===== src/rtl/dsp48a1_pkg.sv =====
// Shared widths, operand-select codes and carry-in source names for the DSP48A1 slice model.
package dsp48a1_pkg;

  localparam int unsigned P_W      = 48;
  localparam int unsigned M_W      = 36;
  localparam int unsigned OPMODE_W = 8;

  localparam int unsigned OPM_CYI_BIT = 5;
  localparam int unsigned OPM_SUB_BIT = 7;

  localparam logic [1:0] X_ZERO = 2'd0;
  localparam logic [1:0] X_M    = 2'd1;
  localparam logic [1:0] X_P    = 2'd2;
  localparam logic [1:0] X_DAB  = 2'd3;

  localparam logic [1:0] Z_ZERO = 2'd0;
  localparam logic [1:0] Z_PCIN = 2'd1;
  localparam logic [1:0] Z_P    = 2'd2;
  localparam logic [1:0] Z_C    = 2'd3;

  localparam string CARRYINSEL_OPMODE5 = "OPMODE5";
  localparam string CARRYINSEL_CARRYIN = "CARRYIN";

  // 49-bit post-adder: bit P_W is the carry on add, the borrow on subtract.
  function automatic logic [P_W:0] post_add(input logic sub, input logic [P_W-1:0] z,
                                            input logic [P_W-1:0] x, input logic cyi);
    logic [P_W:0] addend;
    addend = {1'b0, x} + (P_W+1)'(cyi);
    if (sub) begin
      post_add = {1'b0, z} - addend;
    end else begin
      post_add = {1'b0, z} + addend;
    end
  endfunction

endpackage


===== src/rtl/pipe_reg.sv =====
// Optional pipeline register: async active-high reset and clock enable, or a plain wire when EN_REG=0.
module pipe_reg #(
  parameter int unsigned WIDTH  = 1,
  parameter bit          EN_REG = 1'b1
) (
  input  logic             clk,
  input  logic             rst,
  input  logic             ce,
  input  logic [WIDTH-1:0] d,
  output logic [WIDTH-1:0] q
);

  generate
    if (EN_REG) begin : g_reg
      logic [WIDTH-1:0] data_d;
      logic [WIDTH-1:0] data_q;

      always_comb begin
        data_d = data_q;
        if (ce) begin
          data_d = d;
        end
      end

      always_ff @(posedge clk or posedge rst) begin
        if (rst) begin
          data_q <= '0;
        end else begin
          data_q <= data_d;
        end
      end

      assign q = data_q;
    end else begin : g_bypass
      logic unused_ok;
      assign unused_ok = &{1'b0, clk, rst, ce};
      assign q = d;
    end
  endgenerate

endmodule


===== src/rtl/dsp_post_adder_stage.sv =====
// DSP48A1 post-adder: X/Z operand muxes, Z +/- (X + CIN), registered P/CARRYOUT with P feedback.
module dsp_post_adder_stage
  import dsp48a1_pkg::*;
#(
  parameter bit    OPMODEREG   = 1'b1,
  parameter bit    CARRYINREG  = 1'b1,
  parameter bit    PREG        = 1'b1,
  parameter bit    CARRYOUTREG = 1'b1,
  parameter string CARRYINSEL  = CARRYINSEL_OPMODE5
) (
  input  logic         clk,
  input  logic         rst,
  input  logic         ce_opmode,
  input  logic         ce_carryin,
  input  logic         ce_p,
  input  logic [7:0]   opmode,
  input  logic [35:0]  m,
  input  logic [47:0]  dab,
  input  logic [47:0]  c,
  input  logic [47:0]  pcin,
  input  logic         carryin,
  output logic [47:0]  p,
  output logic [47:0]  pcout,
  output logic         carryout,
  output logic         carryoutf
);

  logic [OPMODE_W-1:0] opmode_q;
  logic                cyi_d;
  logic                cyi_q;
  logic [P_W-1:0]      x_mux;
  logic [P_W-1:0]      z_mux;
  logic [P_W:0]        sum;
  logic [P_W-1:0]      p_d;
  logic [P_W-1:0]      p_q;
  logic                co_d;
  logic                co_q;
  logic                unused_opmode;

  pipe_reg #(.WIDTH(OPMODE_W), .EN_REG(OPMODEREG)) u_opmode_reg (
    .clk (clk),
    .rst (rst),
    .ce  (ce_opmode),
    .d   (opmode),
    .q   (opmode_q)
  );

  // Carry-in source is fixed at elaboration; the unselected source is left dangling.
  generate
    if (CARRYINSEL == CARRYINSEL_CARRYIN) begin : g_cyi_ext
      assign cyi_d         = carryin;
      assign unused_opmode = &{1'b0, opmode_q[4], opmode_q[OPM_CYI_BIT], opmode_q[6]};
    end else begin : g_cyi_opm
      assign cyi_d         = opmode_q[OPM_CYI_BIT];
      assign unused_opmode = &{1'b0, opmode_q[4], opmode_q[6], carryin};
    end
  endgenerate

  pipe_reg #(.WIDTH(1), .EN_REG(CARRYINREG)) u_cyi_reg (
    .clk (clk),
    .rst (rst),
    .ce  (ce_carryin),
    .d   (cyi_d),
    .q   (cyi_q)
  );

  always_comb begin
    x_mux = '0;
    case (opmode_q[1:0])
      X_ZERO:  x_mux = '0;
      X_M:     x_mux = {(P_W-M_W)'(0), m};
      X_P:     x_mux = p_q;
      X_DAB:   x_mux = dab;
      default: x_mux = '0;
    endcase
  end

  always_comb begin
    z_mux = '0;
    case (opmode_q[3:2])
      Z_ZERO:  z_mux = '0;
      Z_PCIN:  z_mux = pcin;
      Z_P:     z_mux = p_q;
      Z_C:     z_mux = c;
      default: z_mux = '0;
    endcase
  end

  always_comb begin
    sum  = post_add(opmode_q[OPM_SUB_BIT], z_mux, x_mux, cyi_q);
    p_d  = sum[P_W-1:0];
    co_d = sum[P_W];
  end

  pipe_reg #(.WIDTH(P_W), .EN_REG(PREG)) u_p_reg (
    .clk (clk),
    .rst (rst),
    .ce  (ce_p),
    .d   (p_d),
    .q   (p_q)
  );

  pipe_reg #(.WIDTH(1), .EN_REG(CARRYOUTREG)) u_co_reg (
    .clk (clk),
    .rst (rst),
    .ce  (ce_p),
    .d   (co_d),
    .q   (co_q)
  );

  assign p         = p_q;
  assign pcout     = p_q;
  assign carryout  = co_q;
  assign carryoutf = co_q;

  // P feedback through an unregistered P is a combinational loop.
  generate
    if (!PREG) begin : g_no_feedback
      a_no_p_feedback: assert property (@(posedge clk) disable iff (rst)
        (opmode_q[1:0] != X_P) && (opmode_q[3:2] != Z_P));
    end
  endgenerate

endmodule


===== config.mk =====
export PLATFORM = sky130hd
export DESIGN_NAME = dsp_post_adder_stage
export DESIGN_NICKNAME = d
export VERILOG_FILES = /design/src/rtl/dsp48a1_pkg.sv /design/src/rtl/pipe_reg.sv /design/src/rtl/dsp_post_adder_stage.sv
export SDC_FILE = /design/constraint.sdc
export NUM_CORES = 1
export LEC_CHECK = 0
export BUFFER_PORTS_ARGS = -buffer_cell sky130_fd_sc_hd__buf_2
export CORE_ASPECT_RATIO = 0.8
export CORE_MARGIN = 2
export CORE_UTILIZATION = 50
export CTS_BUF_LIST = sky130_fd_sc_hd__clkbuf_8
export DETAILED_ROUTE_END_ITERATION = 12
export HOLD_SLACK_MARGIN = 0.1
export PLACE_DENSITY = 0.78
export SLEW_MARGIN = 0
export SYNTH_ARGS = -nofsm -noshare
export SYNTH_HDL_FRONTEND = slang
export SYNTH_SLANG_ARGS = --single-unit

===== constraint.sdc =====
create_clock -name clk -period 10 [get_ports clk]
set_input_delay 2 -clock clk [delete_from_list [all_inputs] [get_ports clk]]
set_output_delay 2 -clock clk [all_outputs]
set_load 0.1 [all_outputs]

==> results of run 1 <==
[placed cells by master, fill, tap and decap left out, drive strengths merged, types with 9 or more instances in the layout]
master,synthesis,layout
nor4,24,24
o21a,13,13
ha,51,51
nand4,20,20
nand3,26,26
xnor2,82,82
o2bb2ai,9,9
xor2,44,44
dfrtp,56,56
buf,83,300
inv,26,28
a21oi,79,79
a22oi,24,24
nand2,67,67
a31oi,19,19
a21o,24,24
o21ai,36,36
and3,9,9
nor2,86,86
nor3,23,23
mux2i,25,25
a22o,55,55
mux2,120,120
and2,16,16
[power breakdown]
| group | switching (mW) | internal (mW) |
|---|---|---|
| sequential | 0.198 | 0.334 |
| clock | 0.0946 | 0.0751 |
| combinational | 2.45 | 0.839 |
| total | 2.74 | 1.25 |
[sequential cells by signal (all words and copies together) (netlist names)]
| register | flops |
|---|---|
| u_co_reg.q | 1 |
| u_opmode_reg.q | 6 |
| u_cyi_reg.q | 1 |
| u_p_reg.q | 48 |
[worst max-delay path: stages]
cell      delay (ns)
buf_2           0.07
mux2i_1         0.07
o21ai_0         0.19
ha_1            0.21
o21ai_0         0.09
a21oi_1         0.34
nand4_1         0.35
or4b_1          0.86
nor3_1          0.25
buf_4           0.18
mux2_2          0.35
nor3_1          0.25
nand2b_1        0.17
nor3_1          0.43
a21oi_1         0.15
xnor2_1         0.16
ha_1            0.40
nand4_1         0.15
nor2_1          0.14
or4b_2          0.65
o211ai_1        0.41
a21bo_2         0.23
a221oi_1        0.08
xor2_1          0.18
or3_1           0.31
o221a_2         0.23
[layout make-up]
cell class                      instances  area share
Sequential cell                        56      0.1274
Tap cell                              258     0.02923
Inverter                               27    0.009177
Multi-Input combinational cell        980      0.6852
Timing Repair Buffer                  300      0.1387
Clock inverter                          3    0.003852
Clock buffer                            5    0.006232
Antenna cell                            1   0.0002266
[cells by family (layout without fill, tap and decap cells)]
logic type | count (synthesis) | in the layout | synth area share
other | 0 | 1 | 0
adders and majority gates | 52 | 52 | 0.06770
muxes | 145 | 145 | 0.1648
and+or+nand+nor | 331 | 331 | 0.1861
xor gates and xnor gates | 126 | 126 | 0.1135
buffers and inverters | 133 | 335 | 0.07813
DFF | 56 | 56 | 0.1442
AOI/OAI and AO/OA | 326 | 326 | 0.2456
[per-layer routing]
layer | vias to the layer above | share of wire
met5 | - | 0
met4 | 0 | 0.020
met3 | 47 | 0.11
met2 | 583 | 0.43
met1 | 4789 | 0.44
li1 | 4761 | -
[worst max path at each step]
stage | cells after the start | slack [ns] | start | to
final | 26 | 1.31 | dab[0] | u_co_reg.q
after global routing | 26 | 0.89 | dab[0] | u_co_reg.q
after CTS | 24 | 1.43 | dab[0] | u_co_reg.q
after detailed placement | 24 | 1.08 | dab[0] | u_co_reg.q
after global placement | 24 | 1.11 | dab[0] | u_co_reg.q
after floorplan | 25 | 2.13 | dab[0] | u_co_reg.q
[cell usage after synthesis (19+ instances only)]
library cell	count	area, um2
clkbuf_1	23	86.33
a21oi_1	78	390.4
nor3_1	22	110.1
mux2_2	118	1329
o21ai_0	36	180.2
dfrtp_1	56	1401
a22o_1	55	481.7
xor2_1	44	385.4
nor4_1	20	125.1
a31oi_1	19	118.9
xnor2_1	82	718.2
a21o_1	24	180.2
a22oi_1	23	172.7
nand3_1	26	130.1
ha_1	51	638.1
buf_4	56	420.4
nand2_1	66	247.7
nor2_1	85	319.1
mux2i_1	25	250.2
inv_1	25	93.84
[metrics by stage]
step,setup WS [ns],hold slack [ns]
4_1_cts,1.426,0.5207
3_5_place_dp,1.076,0.4953
5_1_grt,0.8863,0.5433
2_1_floorplan,2.131,0.4750
6_report,1.313,0.5143
3_3_place_gp,1.115,0.4846
==> impl_results.md, run 1 <==
* Status: complete, no violations
* DRC at 0
* Worst hold stages at 1
* Nature of the critical path endpoint: register
* Crit share post-route at 0.8687
* Final Wtd Congestion at 0.9444
* Filler cells at ~1,800
* Synth Register Bits at 56
* RSZ-0062 raised after global routing: false
* GRT Overall Usage at 0.3128
* Worst slew pin tran at between 0.8 and 0.9 ns
* I/O Buffers at approximately 290
* Period minus WS final at 8.687 ns
* Mean post-synth cell area at 8.315 um2
* Syn Std Cell Area at roughly 9700 um2
* Worst rel slew slack at 0.4098
* Hold Crit Endpoint: u_opmode_reg.q[5]
* Skew-Pair Late Insertion Delay at ~0.36 ns
* Peak supply drop at 0.0003780 V
* Gr busiest metal: met2
* Layout cell share with drive strength beyond 1 at 0.3399
* Final #Nets at about 1,600
* CTS max path bufs at 2
* Hold Path Origin: u_opmode_reg.q[5]
* Placed cell area at between 10,000 and 15,000 um2
* Met1 global-route usage at 0.4406
* Multi-input logic area at ~7600 um2
* Die Wd at roughly 160 um
* Critical Path RT at roughly 10 ns
* Largest net degree at the start of global routing at 62
* R2R depth at 26
* Global-route wire length before repair at 50,920 um
* CTS H-tree depth at 2
* Worst Setup Start Kind: input port
* Initial antenna violation count at 0
* Die area at 20,580 um2
* Routed vias/inst at roughly 6.2
* P_leak at slightly below 5 nW
* Remaining antenna violation count at 0
* Hold buffers post-CTS at 0
* Finished Layout Cells at around 1,600
* Core ar. at about 19,000 um2
* Count of final hold-check violations at 0
* RR Endpoint: u_co_reg.q
* Synth Instances at 1,169
* GRT met2 Usage at 0.4826
* Clock Tree Root: clkbuf_8
* Vias at 10,180
* Achievable frequency at approximately 120 MHz
* CP Class: input port to register
* Sequential share of the synthesized area at 0.1442
* Number of global-route vias before repair at 9,203
* Slew Viols, Final at 0
* R2R Setup Slk at around 1.9 ns
* Initial drt markers at 882
* Synth unique cells at 90
* Total wire length at between 30,000 and 40,000 um
* Min-Delay Path Class: register to register
* Initial DRT Pass Iterations at 5
* Final core utilization at 0.5803
* Row cnt at between 40 and 50
* Dpl hpwl at ~25,000 um
* Syn_nets at around 1,400
* Post-Route Setup TNS at 0 ns
* CTS tree: yes
* Final setup fails at 0
* Clock sinks at 56
* Placed Cells at roughly 1,600
* Cts repair resizes at 0
* GR Util met3 at 0.07769
* Io pins at approximately 290
* Gr ovfl total at 0
* Drt wl/cell at roughly 20 um
* Reg area at 1406 um2
* Clock skew at between 0.015 and 0.02 ns
* Fin area at around 11,000 um2
* Initial Util at 0.5108
* Max-cap violation count at 0
* CTS Buf Count at 5
* Reg-to-Reg Start: u_opmode_reg.q[1]
* Worst path arrival time at a little under 9 ns
* Die Y at around 130 um
* Post-synth ARST share at 1.000
* Ys Warns at 0
* Crit path max fanout at 11
* Post CTS Setup Buffer Count at 0
* Clk pin slew, worst setup/hold paths at between 0.1 and 0.15 ns
* Area Growth Syn to Fin at 13.61%
* Pwr Total at between 3 and 4 mW
* Prevailing post-synth register cell: dfrtp_1
* PD cells at approximately 360 nW/um2
* Post-synth EDFFs at 0
(Power assumes the default switching activity.)
==> run 2: changes to the inputs <==
- CAP_MARGIN: not set -> 10
- PLACE_DENSITY: 0.78 -> 0.76
==> run 2 against run 1 <==
  * Critical endpoint unchanged
  * Largest power group unchanged
  * First-iteration DRC count fell by 6.2%
  * Core utilization barely moved
  * Fmax rose by 0.45%
  * Sequential power fell by 0.9%
  * Hold slack improved by 0.0099 ns
  * Clock-buffer cell count did not move
  * Clock skew fell by 0.0019 ns
  * Largest cell class unchanged
  * Die area did not move
  * Total power fell by 0.41%
==> impl_results.md, run 2 (synthesis results as in run 1) <==
* Status: complete, no violations
* CTS Buf Count at 5
* RR Endpoint: u_co_reg.q
* Met1 global-route usage at 0.4550
* Pwr Total at between 3 and 4 mW
* Slew Viols, Final at 0
* Final hold slack at between 0.5 and 0.6 ns
* Initial drt markers at about 830
* Final core utilization at 0.5804
* GR Util met3 at 0.04449
* Crit path max fanout at 11
* RSZ-0062 raised after global routing: false
* Core ar. at approximately 19,000 um2
* Clock skew at 0.01725 ns
* Hold Crit Endpoint: u_opmode_reg.q[5]
* Hold Path Origin: u_opmode_reg.q[5]
* Hold buffers post-CTS at 0
* Layout cell share with drive strength beyond 1 at 0.3406
* Count of final hold-check violations at 0
* Area Growth Syn to Fin at 13.63%
* Fin area at 11,050 um2
* Dpl hpwl at 24,950 um
* DRC at 0
* R2R Setup Slk at around 1.9 ns
* Vias at roughly 10,000
* Placed cell area at 10,930 um2
* GRT met2 Usage at 0.4742
* PD cells at 359.6 nW/um2
* Crit path cell chain: buf_2 -> mux2i_1 -> o21ai_0 -> ha_1 -> o21ai_0 -> a21oi_1 -> nand4_1 -> or4b_1 -> nor4_1 -> o32ai_1 -> a2111oi_4 -> and3b_1 -> and3_4 -> nor2_1 -> xor2_1 -> ha_1 -> nand2_1 -> or4b_2 -> o211ai_1 -> a21bo_2 -> a221oi_1 -> xor2_1 -> or3_1 -> o221a_2
* CP Class: input port to register
* Period minus WS final at around 8.6 ns
* Delay of the slowest cell on the worst path at roughly 0.86 ns
* Global-route wire length before repair at roughly 50,000 um
* Finished Layout Cells at 1,629
* Clock Tree Root: clkbuf_8
* Gr busiest metal: met2
* P_leak at 4.855 nW
* Peak supply drop at ~0.00046 V
* Total wire length at 32,420 um
* Drt wl/cell at about 20 um
* Post-Route Setup TNS at 0 ns
* Initial antenna violation count at 0
* Critical Path RT at approximately 10 ns
* Number of global-route vias before repair at approximately 9,000
* CTS H-tree depth at 2
* Post CTS Setup Buffer Count at 0
* I/O Buffers at approximately 290
* Largest net degree at the start of global routing at between 60 and 70
* Worst hold stages at 1
* Max-cap violation count at 0
* # diodes at 0
* Clock sinks at 56
* Crit share post-route at 0.8648
* R2R depth at 24
* Final #Nets at roughly 1,600
* Achievable frequency at 115.6 MHz
* Skew-Pair Late Insertion Delay at ~0.36 ns
* Placed Cells at roughly 1,600
* DP Worst Slack at between 1 and 1.5 ns
* Worst rel slew slack at 0.4500
* GRT Overall Usage at 0.3066
* Cts repair resizes at 0
* Final setup fails at 0
* Clk pin slew, worst setup/hold paths at about 0.13 ns
* Worst path slowest cell: or4b_1
* Io pins at between 200 and 300
* Commonest cells after routing, fill and taps aside: buf_2 (288), mux2_2 (118), nor2_1 (85)
* Initial Util at 0.5108
* Max reg flops at 48
* Initial DRT Pass Iterations at 5
* Remaining antenna violation count at 0
* Min-Delay Path Class: register to register
* Worst slew pin tran at about 0.8 ns
* Gr ovfl total at 0
* Nature of the critical path endpoint: register
* Die Y at 128.7 um
* Commonest non-fill, non-tap cell in the layout: buf_2
* Routed vias/inst at just over 6
* Reg-to-Reg Start: u_opmode_reg.q[1]
* Worst path arrival time at around 9 ns
* Die area at just over 20,000 um2
* Filler cells at between 1,500 and 2,000
* Worst Setup Start Kind: input port
* Final Wtd Congestion at 0.9887
* CTS tree: yes
* Die Wd at ~160 um
* Row cnt at between 40 and 50
* CTS max path bufs at 2
* Final worst slack at 1.352 ns
[run 2: area by class of cell]
type                    instances  area (um2)  share of cell area
inverters                      27       101.3            0.009175
clock inverters                 3       47.55            0.004304
clock buffers                   5       68.82            0.006230
well taps                     258       322.8             0.02923
multi-input cells             980        7567              0.6851
flip-flops and latches         56        1406              0.1273
repair buffers                300        1531              0.1386
[run 2: where the power goes]
group | leakage (nW) | switching [mW] | internal, mW
Combinational | 4.14 | 2.43 | 0.838
Clock | 0.0583 | 0.101 | 0.0760
Sequential | 0.652 | 0.193 | 0.334
Total | 4.85 | 2.72 | 1.25
[run 2: how the worst max path moves through the flow]
| stage | start | end | slack [ns] | cells after the start |
|---|---|---|---|---|
| after floorplan | dab[0] | u_co_reg.q | 2.13 | 25 |
| after global placement | dab[0] | u_co_reg.q | 1.23 | 26 |
| after detailed placement | dab[0] | u_co_reg.q | 1.19 | 24 |
| after CTS | dab[0] | u_co_reg.q | 1.54 | 24 |
| after global routing | dab[0] | u_co_reg.q | 1.04 | 25 |
| final | dab[0] | u_co_reg.q | 1.35 | 24 |
[run 2: routing by layer]
metal | share of wire | routed length (um) | vias to the layer above
met5 | 0 | 0 | -
met4 | 0.013 | 433 | 0
met3 | 0.084 | 2724 | 31
met2 | 0.43 | 13920 | 501
met1 | 0.47 | 15340 | 4704
li1 | - | - | 4767
[run 2: worst max-delay path: cells and delay by family]
family                   cells  cell delay, ns
adder cells (fa/ha/maj)      2            0.59
buffers and inverters        1            0.07
AO/OA/AOI/OAI                9            2.32
XOR/XNOR                     2            0.32
multiplexers                 1            0.07
AND/OR/NAND/NOR              9            3.52
